===== src/rtl/alu_result_stage_if.sv =====
// Bundle of the ALU-side and writeback-side signals around the ALU result stage.
// The slave modport is the stage itself; the master modport drives the ALU side and consumes results.
interface alu_result_stage_if #(
  parameter int WIDTH = 16
);
  logic             in_valid;
  logic             in_ready;
  logic [4:0]       alu_code;
  logic [WIDTH-1:0] result_in;
  logic             carry_in_flag;
  logic             overflow_in;
  logic             zero_in;
  logic             negative_in;
  logic             flags_write_en;
  logic             out_valid;
  logic             out_ready;
  logic [WIDTH-1:0] result_lo;
  logic [WIDTH-1:0] result_hi;
  logic             wide;
  logic [3:0]       flags_out;
  logic             carry_to_alu;
  logic             seq_error;

  modport master (
    output in_valid, alu_code, result_in, carry_in_flag, overflow_in,
           zero_in, negative_in, flags_write_en, out_ready,
    input  in_ready, out_valid, result_lo, result_hi, wide, flags_out,
           carry_to_alu, seq_error
  );

  modport slave (
    input  in_valid, alu_code, result_in, carry_in_flag, overflow_in,
           zero_in, negative_in, flags_write_en, out_ready,
    output in_ready, out_valid, result_lo, result_hi, wide, flags_out,
           carry_to_alu, seq_error
  );
endinterface


===== src/rtl/alu_result_stage.sv =====
// Registers ALU results and flags for writeback, pairing the two ALU cycles of
// mod/multiply/divide into one wide result, and owns the architectural flags register.
module alu_result_stage #(
  parameter int          WIDTH         = 16,
  parameter logic [31:0] TWO_STEP_MASK = 32'h0003C300
) (
  input logic            clock,
  input logic            reset,
  alu_result_stage_if.slave bus
);

  typedef enum logic [1:0] {
    IDLE = 2'd0,
    HI   = 2'd1,
    FULL = 2'd2
  } state_t;

  state_t           state_q;
  logic [4:0]       code_q;
  logic [WIDTH-1:0] held_q;
  logic [WIDTH-1:0] lo_q;
  logic [WIDTH-1:0] hi_q;
  logic             wide_q;
  logic [3:0]       flags_q;
  logic             seq_err_q;

  logic             in_ready;
  logic             two_step;
  logic             pair_done;
  logic             abort;
  logic             start;
  logic [3:0]       flags_d;

  // in_ready depends only on state and out_ready so no path exists from ALU data to outputs.
  always_comb begin
    in_ready  = (state_q == FULL) ? bus.out_ready : 1'b1;
    two_step  = TWO_STEP_MASK[bus.alu_code];
    pair_done = (state_q == HI) && bus.in_valid && (bus.alu_code == code_q);
    abort     = (state_q == HI) && !pair_done;
    start     = bus.in_valid && in_ready && !pair_done;
    flags_d   = {bus.overflow_in, bus.carry_in_flag, bus.negative_in, bus.zero_in};
  end

  // A broken pair (bubble or code change in HI) drops the held word; a live new op
  // in that same cycle falls through to the normal start path.
  always_ff @(posedge clock) begin
    if (reset) begin
      state_q   <= IDLE;
      lo_q      <= '0;
      hi_q      <= '0;
      wide_q    <= 1'b0;
      flags_q   <= 4'b0000;
      seq_err_q <= 1'b0;
    end else begin
      seq_err_q <= abort;
      if (pair_done) begin
        lo_q    <= held_q;
        hi_q    <= bus.result_in;
        wide_q  <= 1'b1;
        if (bus.flags_write_en) flags_q <= flags_d;
        state_q <= FULL;
      end else if (start) begin
        if (two_step) begin
          held_q  <= bus.result_in;
          code_q  <= bus.alu_code;
          state_q <= HI;
        end else begin
          lo_q    <= bus.result_in;
          hi_q    <= '0;
          wide_q  <= 1'b0;
          if (bus.flags_write_en) flags_q <= flags_d;
          state_q <= FULL;
        end
      end else if (abort || ((state_q == FULL) && bus.out_ready)) begin
        state_q <= IDLE;
      end
    end
  end

  assign bus.in_ready     = in_ready;
  assign bus.out_valid    = (state_q == FULL);
  assign bus.result_lo    = lo_q;
  assign bus.result_hi    = hi_q;
  assign bus.wide         = wide_q;
  assign bus.flags_out    = flags_q;
  assign bus.carry_to_alu = flags_q[2];
  assign bus.seq_error    = seq_err_q;

endmodule


===== src/flat_wrapper.sv =====
// flat-port wrapper written by rule: the top's interface ports become plain ports
module alu_result_stage_flat 
#(
  parameter int          WIDTH         = 16,
  parameter logic [31:0] TWO_STEP_MASK = 32'h0003C300
)
  (clock, reset, bus_in_valid, bus_alu_code, bus_result_in, bus_carry_in_flag, bus_overflow_in, bus_zero_in, bus_negative_in, bus_flags_write_en, bus_out_ready, bus_in_ready, bus_out_valid, bus_result_lo, bus_result_hi, bus_wide, bus_flags_out, bus_carry_to_alu, bus_seq_error);
  alu_result_stage_if #(.WIDTH(WIDTH)) bus_i ();
  input logic clock;
  input logic reset;
  input wire logic [$bits(bus_i.in_valid)-1:0] bus_in_valid;
  input wire logic [$bits(bus_i.alu_code)-1:0] bus_alu_code;
  input wire logic [$bits(bus_i.result_in)-1:0] bus_result_in;
  input wire logic [$bits(bus_i.carry_in_flag)-1:0] bus_carry_in_flag;
  input wire logic [$bits(bus_i.overflow_in)-1:0] bus_overflow_in;
  input wire logic [$bits(bus_i.zero_in)-1:0] bus_zero_in;
  input wire logic [$bits(bus_i.negative_in)-1:0] bus_negative_in;
  input wire logic [$bits(bus_i.flags_write_en)-1:0] bus_flags_write_en;
  input wire logic [$bits(bus_i.out_ready)-1:0] bus_out_ready;
  output wire logic [$bits(bus_i.in_ready)-1:0] bus_in_ready;
  output wire logic [$bits(bus_i.out_valid)-1:0] bus_out_valid;
  output wire logic [$bits(bus_i.result_lo)-1:0] bus_result_lo;
  output wire logic [$bits(bus_i.result_hi)-1:0] bus_result_hi;
  output wire logic [$bits(bus_i.wide)-1:0] bus_wide;
  output wire logic [$bits(bus_i.flags_out)-1:0] bus_flags_out;
  output wire logic [$bits(bus_i.carry_to_alu)-1:0] bus_carry_to_alu;
  output wire logic [$bits(bus_i.seq_error)-1:0] bus_seq_error;
  assign bus_i.in_valid = bus_in_valid;
  assign bus_i.alu_code = bus_alu_code;
  assign bus_i.result_in = bus_result_in;
  assign bus_i.carry_in_flag = bus_carry_in_flag;
  assign bus_i.overflow_in = bus_overflow_in;
  assign bus_i.zero_in = bus_zero_in;
  assign bus_i.negative_in = bus_negative_in;
  assign bus_i.flags_write_en = bus_flags_write_en;
  assign bus_i.out_ready = bus_out_ready;
  assign bus_in_ready = bus_i.in_ready;
  assign bus_out_valid = bus_i.out_valid;
  assign bus_result_lo = bus_i.result_lo;
  assign bus_result_hi = bus_i.result_hi;
  assign bus_wide = bus_i.wide;
  assign bus_flags_out = bus_i.flags_out;
  assign bus_carry_to_alu = bus_i.carry_to_alu;
  assign bus_seq_error = bus_i.seq_error;
  alu_result_stage #(.WIDTH(WIDTH), .TWO_STEP_MASK(TWO_STEP_MASK)) u_core (.clock(clock), .reset(reset), .bus(bus_i));
endmodule

===== config.mk =====
export PLATFORM = sky130hd
export DESIGN_NAME = alu_result_stage_flat
export DESIGN_NICKNAME = d
export VERILOG_FILES = /design/src/rtl/alu_result_stage_if.sv /design/src/rtl/alu_result_stage.sv /design/src/flat_wrapper.sv
export SDC_FILE = /design/constraint.sdc
export NUM_CORES = 1
export LEC_CHECK = 0
export CORE_MARGIN = 10
export CORE_UTILIZATION = 42
export CTS_CLUSTER_SIZE = 14
export DETAILED_ROUTE_END_ITERATION = 6
export MAX_ROUTING_LAYER = met4
export PLACE_DENSITY = 0.75
export REMOVE_ABC_BUFFERS = 1
export SLEW_MARGIN = 25
export SYNTH_ARGS = -nofsm -noshare
export SYNTH_HDL_FRONTEND = slang
export SYNTH_SLANG_ARGS = --single-unit

===== constraint.sdc =====
create_clock -name clock -period 3.1 [get_ports clock]
set_input_delay 0.31 -clock clock [delete_from_list [all_inputs] [get_ports clock]]
set_output_delay 0.31 -clock clock [all_outputs]
set_load 0.01 [all_outputs]

==> run_results.csv, run 1 <==
group,metric,value,unit
run_status,status,"completed",
sta,setup_viol,0,
synth,synth_edf_count,21,
clocking,hold_buffers,0,
final_layout,area_growth_syn_to_layout,36.7,%
worst_setup_path,cp_max_fo,21,
worst_setup_path,critPathSlowestCell,"clkdlybuf4s50_1",
detailed_routing,route.detailed.drc,0,
power,netSwitchingFraction,0.250,
synth,ys.flop_type,"dfxtp_1",
sta,drv_slew,0,
sta,hold_violations,0,
clocking,root_buffer,"clkbuf_8",
clocking,htreeDepth,3,
clocking,insertion_delay,340,ps
synth,synth_seq_cells,61,
sta,finalCritPeriodShare,0.723,
worst_setup_path,critPathRequiredTime,3110,ps
synth,synth_top_cell_by_area,"dfxtp_1",
synth,synth_most_common_cell,"nand2_1",
synth,netlist_area,2490,um2
power,power-per-cell-area,490,nW/um2
detailed_routing,wire_per_inst,17.2,um
global_route,grtUsageTotal,0.146,
power,power.leakage,1.13,nW
synth,synth_warnings,0,
power,p_int,1.25,mW
min_path,hold_class,"reg -> reg",
power,p_clk_frac,0.364,
floorplanning,die_x,97.1,um
placed_design,io_buffers,70,
worst_setup_path,arrival,2250,ps
sta,setup_ws,857,ps
sta,max_freq,446,MHz
global_route,grt_pass1_wl,11000,um
clocking,cts_tree,"yes",
sta,relSlewSlack,0.509,
clocking,clkSlewWorstSetupHoldPaths,60,ps
final_layout,stdcell_count,389,
global_route,grt_pass1_vias,2120,
final_layout,diodes,0,
worst_setup_path,cp-end-kind,"flop",
worst_setup_path,crit_chain,"clkdlybuf4s50_1 > inv_1 > ha_1 > or3b_2 > nand2_1 > nand3_1 > nor3_2 > buf_4",
synth,synth_cell_types,31,
floorplanning,die_y,97.1,um
synth,synth_cells,243,
worst_setup_path,critPathKind,"in -> reg",
synth,netlist_top_cells_count,"nand2_1 (45), dfxtp_1 (40), edfxtp_1 (21)",
run,cap_viol_max_count,0,
placed_design,gp_congestion,0.740,
floorplanning,num_rows,28,
synth,seq_area_frac_synth,0.574,
power,comb_power_share,0.120,
sta,rsz0062_at_grt,"false",
final_layout,fin_util,0.583,
power,totalPowerFinal,1.67,mW
placed_design,dp.cells,373,
floorplanning,initial_utilization,0.426,
global_route,grt.overflow.total,0,
detailed_routing,drt_wl_total,6700,um
detailed_routing,viasPerCell,5.29,
global_route,antenna_found_initial,0,
placed_design,dp_hpwl,4470,um
detailed_routing,drt_pass1_iterations,4,
synth,synth.area.top_cells,"dfxtp_1 (32%), edfxtp_1 (25%), nand2_1 (6.8%)",
sta,worst_pin_slew,736,ps
detailed_routing,ant_nets,0,
clocking,cts_inserted_buffers,9,
detailed_routing,drt-initial-drc-count,169,
global_route,grt_max_degree,35,
sta,period_needed,2240,ps
clocking,post-cts-setup-buffer-count,0,
power,peakVddDrop,255,uV
clocking,cts.sinks,61,
floorplanning,fp.coreArea,5850,um2
floorplanning,io_pins,71,
placed_design,pre_cts_slack,507,ps
clocking,cts_resized,0,
synth,synth_top_cell_area_share,0.321,
worst_setup_path,critPathLaunchType,"input port",
synth,avgSynthCellArea,10.3,um2
clocking,clockBufferDepth,2,
final_layout,final_nets,340,
power,seqPwrFrac,0.516,
sta,fin_skew,8.10,ps
detailed_routing,vias,2059,
power,switchingPower,417,uW
final_layout,drive_gt1_frac,0.0860,
floorplanning,die_area,9420,um2
synth,synth-async-reset-ratio,0,
worst_setup_path,cp_slowest_stage_delay,510,ps
==> critical path, delay by kind of cell <==
family | cells | cell delay (ps)
AND/OR/NAND/NOR | 4 | 780
adder cells (fa/ha/maj) | 1 | 270
buffers and inverters | 3 | 870
==> placed cells by master, fill, tap and decap left out, types with 3 or more instances in the layout <==
cell type,Yosys,layout
a21oi_1,17,17
a31oi_1,17,17
buf_4,1,7
clkbuf_8,0,10
clkdlybuf4s50_1,0,70
clkinv_2,0,3
dfxtp_1,40,40
edfxtp_1,21,21
inv_1,3,3
mux2i_1,4,4
nand2_1,45,45
nand3_1,18,18
o211ai_1,16,16
o31ai_1,16,16
xnor2_1,5,5
==> path summary, 6_finish.rpt <==
kind                                         from                                    to  slack, ps  depth (start not counted)
max reg2reg            u_core.code_q[0]$_DFFE_PP_            u_core.held_q[4]$_DFFE_PP_       1140                          6
max                               bus_alu_code[1]            u_core.held_q[4]$_DFFE_PP_        860                          8
min reg2reg  u_core.bus.flags_out[1]$_SDFFE_PP0P_  u_core.bus.flags_out[1]$_SDFFE_PP0P_        470                          2
min          u_core.bus.flags_out[1]$_SDFFE_PP0P_  u_core.bus.flags_out[1]$_SDFFE_PP0P_        470                          2
==> power groups by stage <==
stage | Clock [mW] | Combinational (mW) | Sequential [mW]
floorplan | 0 | 0.0737 | 0.887
detailed placement | 0 | 0.201 | 0.880
finish | 0.607 | 0.200 | 0.862
global route | 0.648 | 0.219 | 0.865
CTS | 0.614 | 0.202 | 0.863
global placement | 0 | 0.198 | 0.879
==> metal layers <==
metal,global-route usage,wire length [um],vias up,part of all wire
li1,-,-,1026,-
met5,-,0,-,0
met1,0.170,2920,963,0.44
met3,0.0505,422,9,0.063
met2,0.227,3280,61,0.49
met4,0.0511,76,0,0.011
==> state kept, by name, indices dropped and copies added, names as in the netlist <==
register	count
u_core.bus.result_lo	16
u_core.code_q	5
u_core.bus.seq_error	1
u_core.held_q	16
u_core.bus.wide	1
u_core.bus.flags_out	4
u_core.bus.result_hi	16
u_core.state_q	2
==> stage by stage <==
stage,cell area [um2],setup TNS (ps),hold slack [ps]
floorplan,2390,-2560,379
global route,3410,0,494
global placement,3240,0,443
finish,3410,0,467
CTS,3410,0,469
detailed placement,3240,0,453
==> layout make-up <==
cell class	instances	area, um2
inverter	3	11.3
clock inverter	5	26.3
clock buffer	11	141
multi-input combinational	157	951
sequential	61	1430
timing repair buffer	77	753
fill	500	2440
tap	75	93.8
==> cell families after synthesis <==
family                   synth area share
AND/OR/NAND/NOR                     0.152
AO/OA/AOI/OAI                       0.189
flip-flops                          0.574
buffers and inverters              0.0467
XOR/XNOR                           0.0176
multiplexers                       0.0161
adder cells (fa/ha/maj)           0.00502
Note: power is estimated with default switching activity, not from simulation.
==> run 2, diff against run 1 <==
==> constraint.sdc (replaced) <==
create_clock -name clock -period 2 [get_ports clock]
set_input_delay 0.2 -clock clock [delete_from_list [all_inputs] [get_ports clock]]
set_output_delay 0.2 -clock clock [all_outputs]
set_load 0.01 [all_outputs]
==> run 2 against run 1 <==
Utilization up 5.6 points. Worst hold slack worse by 60 ps. Die area did not move. Sequential share of layout area down 3.7 points. Setup slack worse by 820 ps. First-iteration DRC count shrank 4.1%. Largest power group unchanged. Sequential cell count unchanged.
==> run_results.csv, run 2 (synthesis results as in run 1) <==
group,metric,value,unit
run_status,status,"completed",
worst_setup_path,crit_chain,"clkdlybuf4s50_1 > inv_2 > ha_4 > or3b_4 > nand2_2 > nand3_4 > nor3_4 > buf_6",
final_layout,drive_gt1_frac,0.169,
global_route,grt.overflow.total,0,
global_route,grtUsageMet1,0.171,
detailed_routing,route.detailed.drc,0,
min_path,hp-start,"bus_negative_in",
sta,worst_pin_slew,379,ps
worst_setup_path,cp_max_fo,6,
sta,fin_skew,8.72,ps
clocking,htreeDepth,3,
floorplanning,num_rows,28,
floorplanning,die_y,97.1,um
sta,hold_violations,0,
clocking,cts_inserted_buffers,9,
floorplanning,die_area,9420,um2
detailed_routing,drt_wl_total,7200,um
placed_design,gp_congestion,0.813,
detailed_routing,vias,2221,
final_layout,stdcell_count,412,
global_route,grt_pass1_wl,11400,um
final_layout,layout_common_cells,"clkdlybuf4s50_1 (70), nand2_1 (44), dfxtp_1 (40)",
clocking,cts.sinks,61,
floorplanning,die_x,97.1,um
final_layout,mostFrequentLayoutCell,"clkdlybuf4s50_1",
worst_setup_path,critPathLaunchType,"input port",
worst_setup_path,arrival,2030,ps
placed_design,io_buffers,70,
run,cap_viol_max_count,0,
global_route,grt_busiest_layer,"met2",
final_layout,final_nets,363,
power,power.leakage,1.29,nW
final_layout,diodes,0,
final_layout,fin_util,0.638,
placed_design,dp.cells,393,
sta,relSlewSlack,0.747,
global_route,grt_pass1_vias,2254,
power,power-per-cell-area,773,nW/um2
detailed_routing,ant_nets,0,
worst_setup_path,critPathTopFamily,"simple AND/OR/NAND/NOR gates",
power,peakVddDrop,461,uV
worst_setup_path,critPathKind,"in -> reg",
detailed_routing,wire_per_inst,17.5,um
floorplanning,initial_utilization,0.426,
sta,setup_ws,33.9,ps
detailed_routing,viasPerCell,5.39,
floorplanning,fp.coreArea,5850,um2
worst_setup_path,path_buf_inv,3,
clocking,clkSlewWorstSetupHoldPaths,70,ps
clocking,cts_tree,"yes",
clocking,hold_buffers,0,
placed_design,dp_hpwl,5070,um
worst_setup_path,cp_slowest_stage_delay,490,ps
floorplanning,io_pins,71,
sta,hold-worst-slack,407,ps
sta,period_needed,1970,ps
worst_setup_path,critPathSlowestCell,"clkdlybuf4s50_1",
worst_setup_path,worstSetupStartpoint,"bus_alu_code[2]",
detailed_routing,drt_pass1_iterations,4,
power,totalPowerFinal,2.89,mW
clocking,clockBufferDepth,2,
final_layout,area_growth_syn_to_layout,49.8,%
global_route,antenna_found_initial,0,
worst_setup_path,cp-end-kind,"flop",
global_route,grt_max_degree,34,
min_path,hold_class,"in -> reg",
clocking,insertion_delay,350,ps
sta,setup_viol,0,
sta,finalCritPeriodShare,0.983,
global_route,grtUsageTotal,0.151,
placed_design,pre_cts_slack,-356,ps
worst_setup_path,timing.rr.start,"u_core.code_q[1]$_DFFE_PP_",
clocking,root_buffer,"clkbuf_8",
global_route,use_met2,0.239,
global_route,grt_use_met3,0.0356,
sta,drv_slew,0,
detailed_routing,drt-initial-drc-count,162,
sta,max_freq,509,MHz
worst_setup_path,critPathRequiredTime,2060,ps
-- run 2: changes by cell type in the layout (fill, tap and decap cells not counted), sizes merged --
cell | previous run | this run
buf | 7 | 30
bufinv | 0 | 1
clkinv | 4 | 3
clkinvlp | 1 | 0
inv | 3 | 4
-- run 2: layout make-up --
| class | instances | area, um2 |
|---|---|---|
| clock inverter | 5 | 55.1 |
| fill | 454 | 2120 |
| inverter | 3 | 11.3 |
| tap | 75 | 93.8 |
| clock buffer | 11 | 163 |
| multi-input combinational | 157 | 990 |
| timing repair buffer | 100 | 991 |
| sequential | 61 | 1430 |
-- run 2: timing repair --
action                     in CTS  in global routing
cloned                          0                  2
pin swaps                       0                  5
resized for setup               0                 15
setup endpoints to repair       2                 28
setup buffers                   0                  1
-- run 2: power breakdown --
group / total [mW] / switching (mW) / internal, mW
Combinational: 0.377 / 0.178 / 0.199
Sequential: 1.34 / 0.0187 / 1.32
Clock: 1.17 / 0.490 / 0.683
-- run 2: final timing paths --
check / depth (start not counted) / slack, ps / to
worst max-delay path: 8 / 30 / u_core.held_q[12]$_DFFE_PP_
worst min-delay path: 3 / 410 / u_core.bus.flags_out[1]$_SDFFE_PP0P_
worst max register to register: 5 / 430 / u_core.bus.flags_out[2]$_SDFFE_PP0P_
worst min register to register: 2 / 460 / u_core.bus.flags_out[3]$_SDFFE_PP0P_
-- run 2: worst register-to-register path: cells and delay by family, from the launching register on --
family / cells / cell delay (ps)
buffers and inverters: 1 / 270
xor gates and xnor gates: 1 / 250
DFF: 1 / 380
AOI/OAI and AO/OA: 1 / 250
and+or+nand+nor: 1 / 140
muxes: 1 / 210
-- run 2: layer usage --
layer	up-vias	share of wire
met5	-	0
met4	0	0.024
met3	17	0.056
met2	72	0.49
met1	1055	0.43
li1	1077	-
-- run 2: per-stage QoR --
stage	setup TNS [ps]	area (um2)
3_3_place_gp	-14100	3440
5_1_grt	-692	3730
6_report	0	3730
4_1_cts	-5.07	3660
2_1_floorplan	-25660	2390
3_5_place_dp	-15760	3440
==> run 3, diff against run 2 <==
--- a/config.mk
+++ b/config.mk
@@ -5,6 +5,7 @@
 export SDC_FILE = /design/constraint.sdc
 export NUM_CORES = 1
 export LEC_CHECK = 0
+export CAP_MARGIN = 20
 export CORE_MARGIN = 10
 export CORE_UTILIZATION = 42
 export CTS_CLUSTER_SIZE = 14
@@ -12,6 +13,7 @@
 export MAX_ROUTING_LAYER = met4
 export PLACE_DENSITY = 0.75
 export REMOVE_ABC_BUFFERS = 1
+export SETUP_SLACK_MARGIN = 0.2
 export SLEW_MARGIN = 25
 export SYNTH_ARGS = -nofsm -noshare
 export SYNTH_HDL_FRONTEND = slang
==> run 3 against run 2 <==
Clock-buffer cell count stayed put. Final cell count stayed put. Routed wire length is 0.76% lower. Setup slack better by 270 ps. Sequential power hardly changed. Clock power hardly changed. Global-route usage is 0.32 points higher. Sequential share of layout area is 0.17 points higher. Cell area is 0.44% lower. Maximum frequency is 16% higher. Power is 0.37% lower. Largest cell class unchanged.
==> run_results.csv, run 3 (synthesis results as in run 1) <==
group,metric,value,unit
final_layout,drive_gt1_frac,0.163,
run,cap_viol_max_count,0,
min_path,min_path_cells,2,
placed_design,io_buffers,70,
worst_setup_path,critPathRequiredTime,2050,ps
worst_setup_path,crit_chain,"dlygate4sd2_1 > inv_1 > ha_1 > or3b_4 > nand2_2 > nand3_4 > nor3_4 > buf_6",
placed_design,dp_hpwl,5070,um
detailed_routing,wire_per_inst,17.3,um
global_route,grt_pass1_wl,11600,um
sta,max_freq,590,MHz
worst_setup_path,arrival,1750,ps
detailed_routing,drt-initial-drc-count,167,
sta,setup_viol,0,
sta,hold_violations,0,
sta,hold-worst-slack,288,ps
sta,worst_pin_slew,381,ps
global_route,grtUsageMet1,0.172,
global_route,grtUsageTotal,0.154,
worst_setup_path,cp_slowest_stage_delay,400,ps
worst_setup_path,crit_cells,8,
clocking,cts_tree,"yes",
final_layout,layout_common_cells,"clkdlybuf4s50_1 (67), nand2_1 (44), dfxtp_1 (40)",
worst_setup_path,critPathKind,"in -> reg",
min_path,hp-start,"bus_alu_code[1]",
final_layout,mostFrequentLayoutCell,"clkdlybuf4s50_1",
clocking,root_buffer,"clkbuf_8",
floorplanning,io_pins,71,
final_layout,final_nets,363,
final_layout,fillCellCount,460,
final_layout,multi_input_area,977,um2
detailed_routing,ant_nets,0,
global_route,grt_use_met3,0.0356,
clocking,insertion_delay,340,ps
clocking,cts.sinks,61,
clocking,clockBufferDepth,2,
floorplanning,die_y,97.1,um
sta,finalSetupTns,0,ps
sta,relSlewSlack,0.746,
global_route,grt_max_degree,34,
worst_setup_path,path_buf_inv,3,
worst_setup_path,critPathTopFamily,"simple AND/OR/NAND/NOR gates",
sta,drv_slew,0,
worst_setup_path,r2r_slack,390,ps
worst_setup_path,cp_max_fo,6,
power,totalPowerFinal,2.88,mW
clocking,htreeDepth,3,
clocking,cts_inserted_buffers,9,
run_status,status,"completed",
power,power-per-cell-area,773,nW/um2
detailed_routing,viasPerCell,5.46,
min_path,hold_end,"u_core.code_q[1]$_DFFE_PP_",
min_path,hold_class,"in -> reg",
worst_setup_path,cp-end-kind,"flop",
sta,rsz0062_at_grt,"false",
worst_setup_path,reg2regPathDepth,5,
global_route,grt_busiest_layer,"met2",
worst_setup_path,timing.rr.start,"u_core.state_q[1]$_SDFFE_PP0P_",
worst_setup_path,critPathLaunchType,"input port",
global_route,use_met2,0.248,
floorplanning,fp.coreArea,5850,um2
global_route,grt_pass1_vias,2308,
floorplanning,die_x,97.1,um
floorplanning,die_area,9420,um2
final_layout,fin_util,0.636,
sta,setup_ws,304,ps
clocking,clkSlewWorstSetupHoldPaths,70,ps
detailed_routing,vias,2250,
sta,fin_skew,8.08,ps
global_route,grt.overflow.total,0,
global_route,antenna_found_initial,0,
sta,period_needed,1700,ps
final_layout,diodes,0,
final_layout,area_growth_syn_to_layout,49.1,%
power,peakVddDrop,461,uV
floorplanning,initial_utilization,0.426,
placed_design,pre_cts_slack,-356,ps
power,power.leakage,1.29,nW
detailed_routing,drt_wl_total,7150,um
placed_design,gp_congestion,0.813,
worst_setup_path,critPathSlowestCell,"or3b_4",
final_layout,regArea,1430,um2
detailed_routing,route.detailed.drc,0,
detailed_routing,drt_pass1_iterations,4,
floorplanning,num_rows,28,
sta,finalCritPeriodShare,0.848,
worst_setup_path,timing.rr.end,"u_core.held_q[12]$_DFFE_PP_",
## run 3: cell types whose count changed in the layout (fill, tap and decap cells not counted)
cell             delta
inv_2               -1
ha_1                +1
ha_4                -1
clkdlybuf4s50_1     -3
dlygate4sd2_1       +3
inv_1               +1
## run 3: worst max-delay path by stage
stage,slack [ps],endpoint,start
3_5_place_dp,-360,u_core.held_q[8]$_DFFE_PP_,bus_alu_code[1]
6_report,300,u_core.held_q[12]$_DFFE_PP_,bus_alu_code[2]
5_1_grt,230,u_core.held_q[7]$_DFFE_PP_,bus_alu_code[2]
3_3_place_gp,-320,u_core.held_q[2]$_DFFE_PP_,bus_alu_code[1]
2_1_floorplan,-1220,u_core.code_q[0]$_DFFE_PP_,u_core.code_q[0]$_DFFE_PP_
4_1_cts,260,u_core.held_q[12]$_DFFE_PP_,bus_alu_code[2]
## run 3: repair_timing
item	4_1_cts	5_1_grt
hold buffers	0	0
resized for setup	15	0
cloned	2	0
buffers inserted	1	0
setup endpoints to repair	59	14
pin swaps	5	1
## run 3: area by class of cell
type	count	area share
clock buffers	11	0.0437
clock inverters	5	0.0148
inverters	3	0.00303
multi-input cells	157	0.263
flip-flops and latches	61	0.385
well taps	75	0.0252
repair buffers	100	0.265
## run 3: power breakdown
part           total (mW)  switching (mW)  internal (mW)
clock network        1.17           0.486          0.683
logic               0.371           0.175          0.196
registers            1.34          0.0186           1.32
total                2.88           0.680           2.20
## run 3: per-stage QoR
stage	std cells	instance area, um2
global placement	393	3440
detailed placement	393	3440
floorplan	221	2390
finish	412	3720
global route	412	3720
CTS	412	3720
## run 3: routing by layer
| layer | share of wire | vias to the layer above |
|---|---|---|
| met5 | 0 | - |
| met4 | 0.022 | 0 |
| met3 | 0.061 | 12 |
| met2 | 0.50 | 84 |
| met1 | 0.42 | 1075 |
| li1 | - | 1079 |
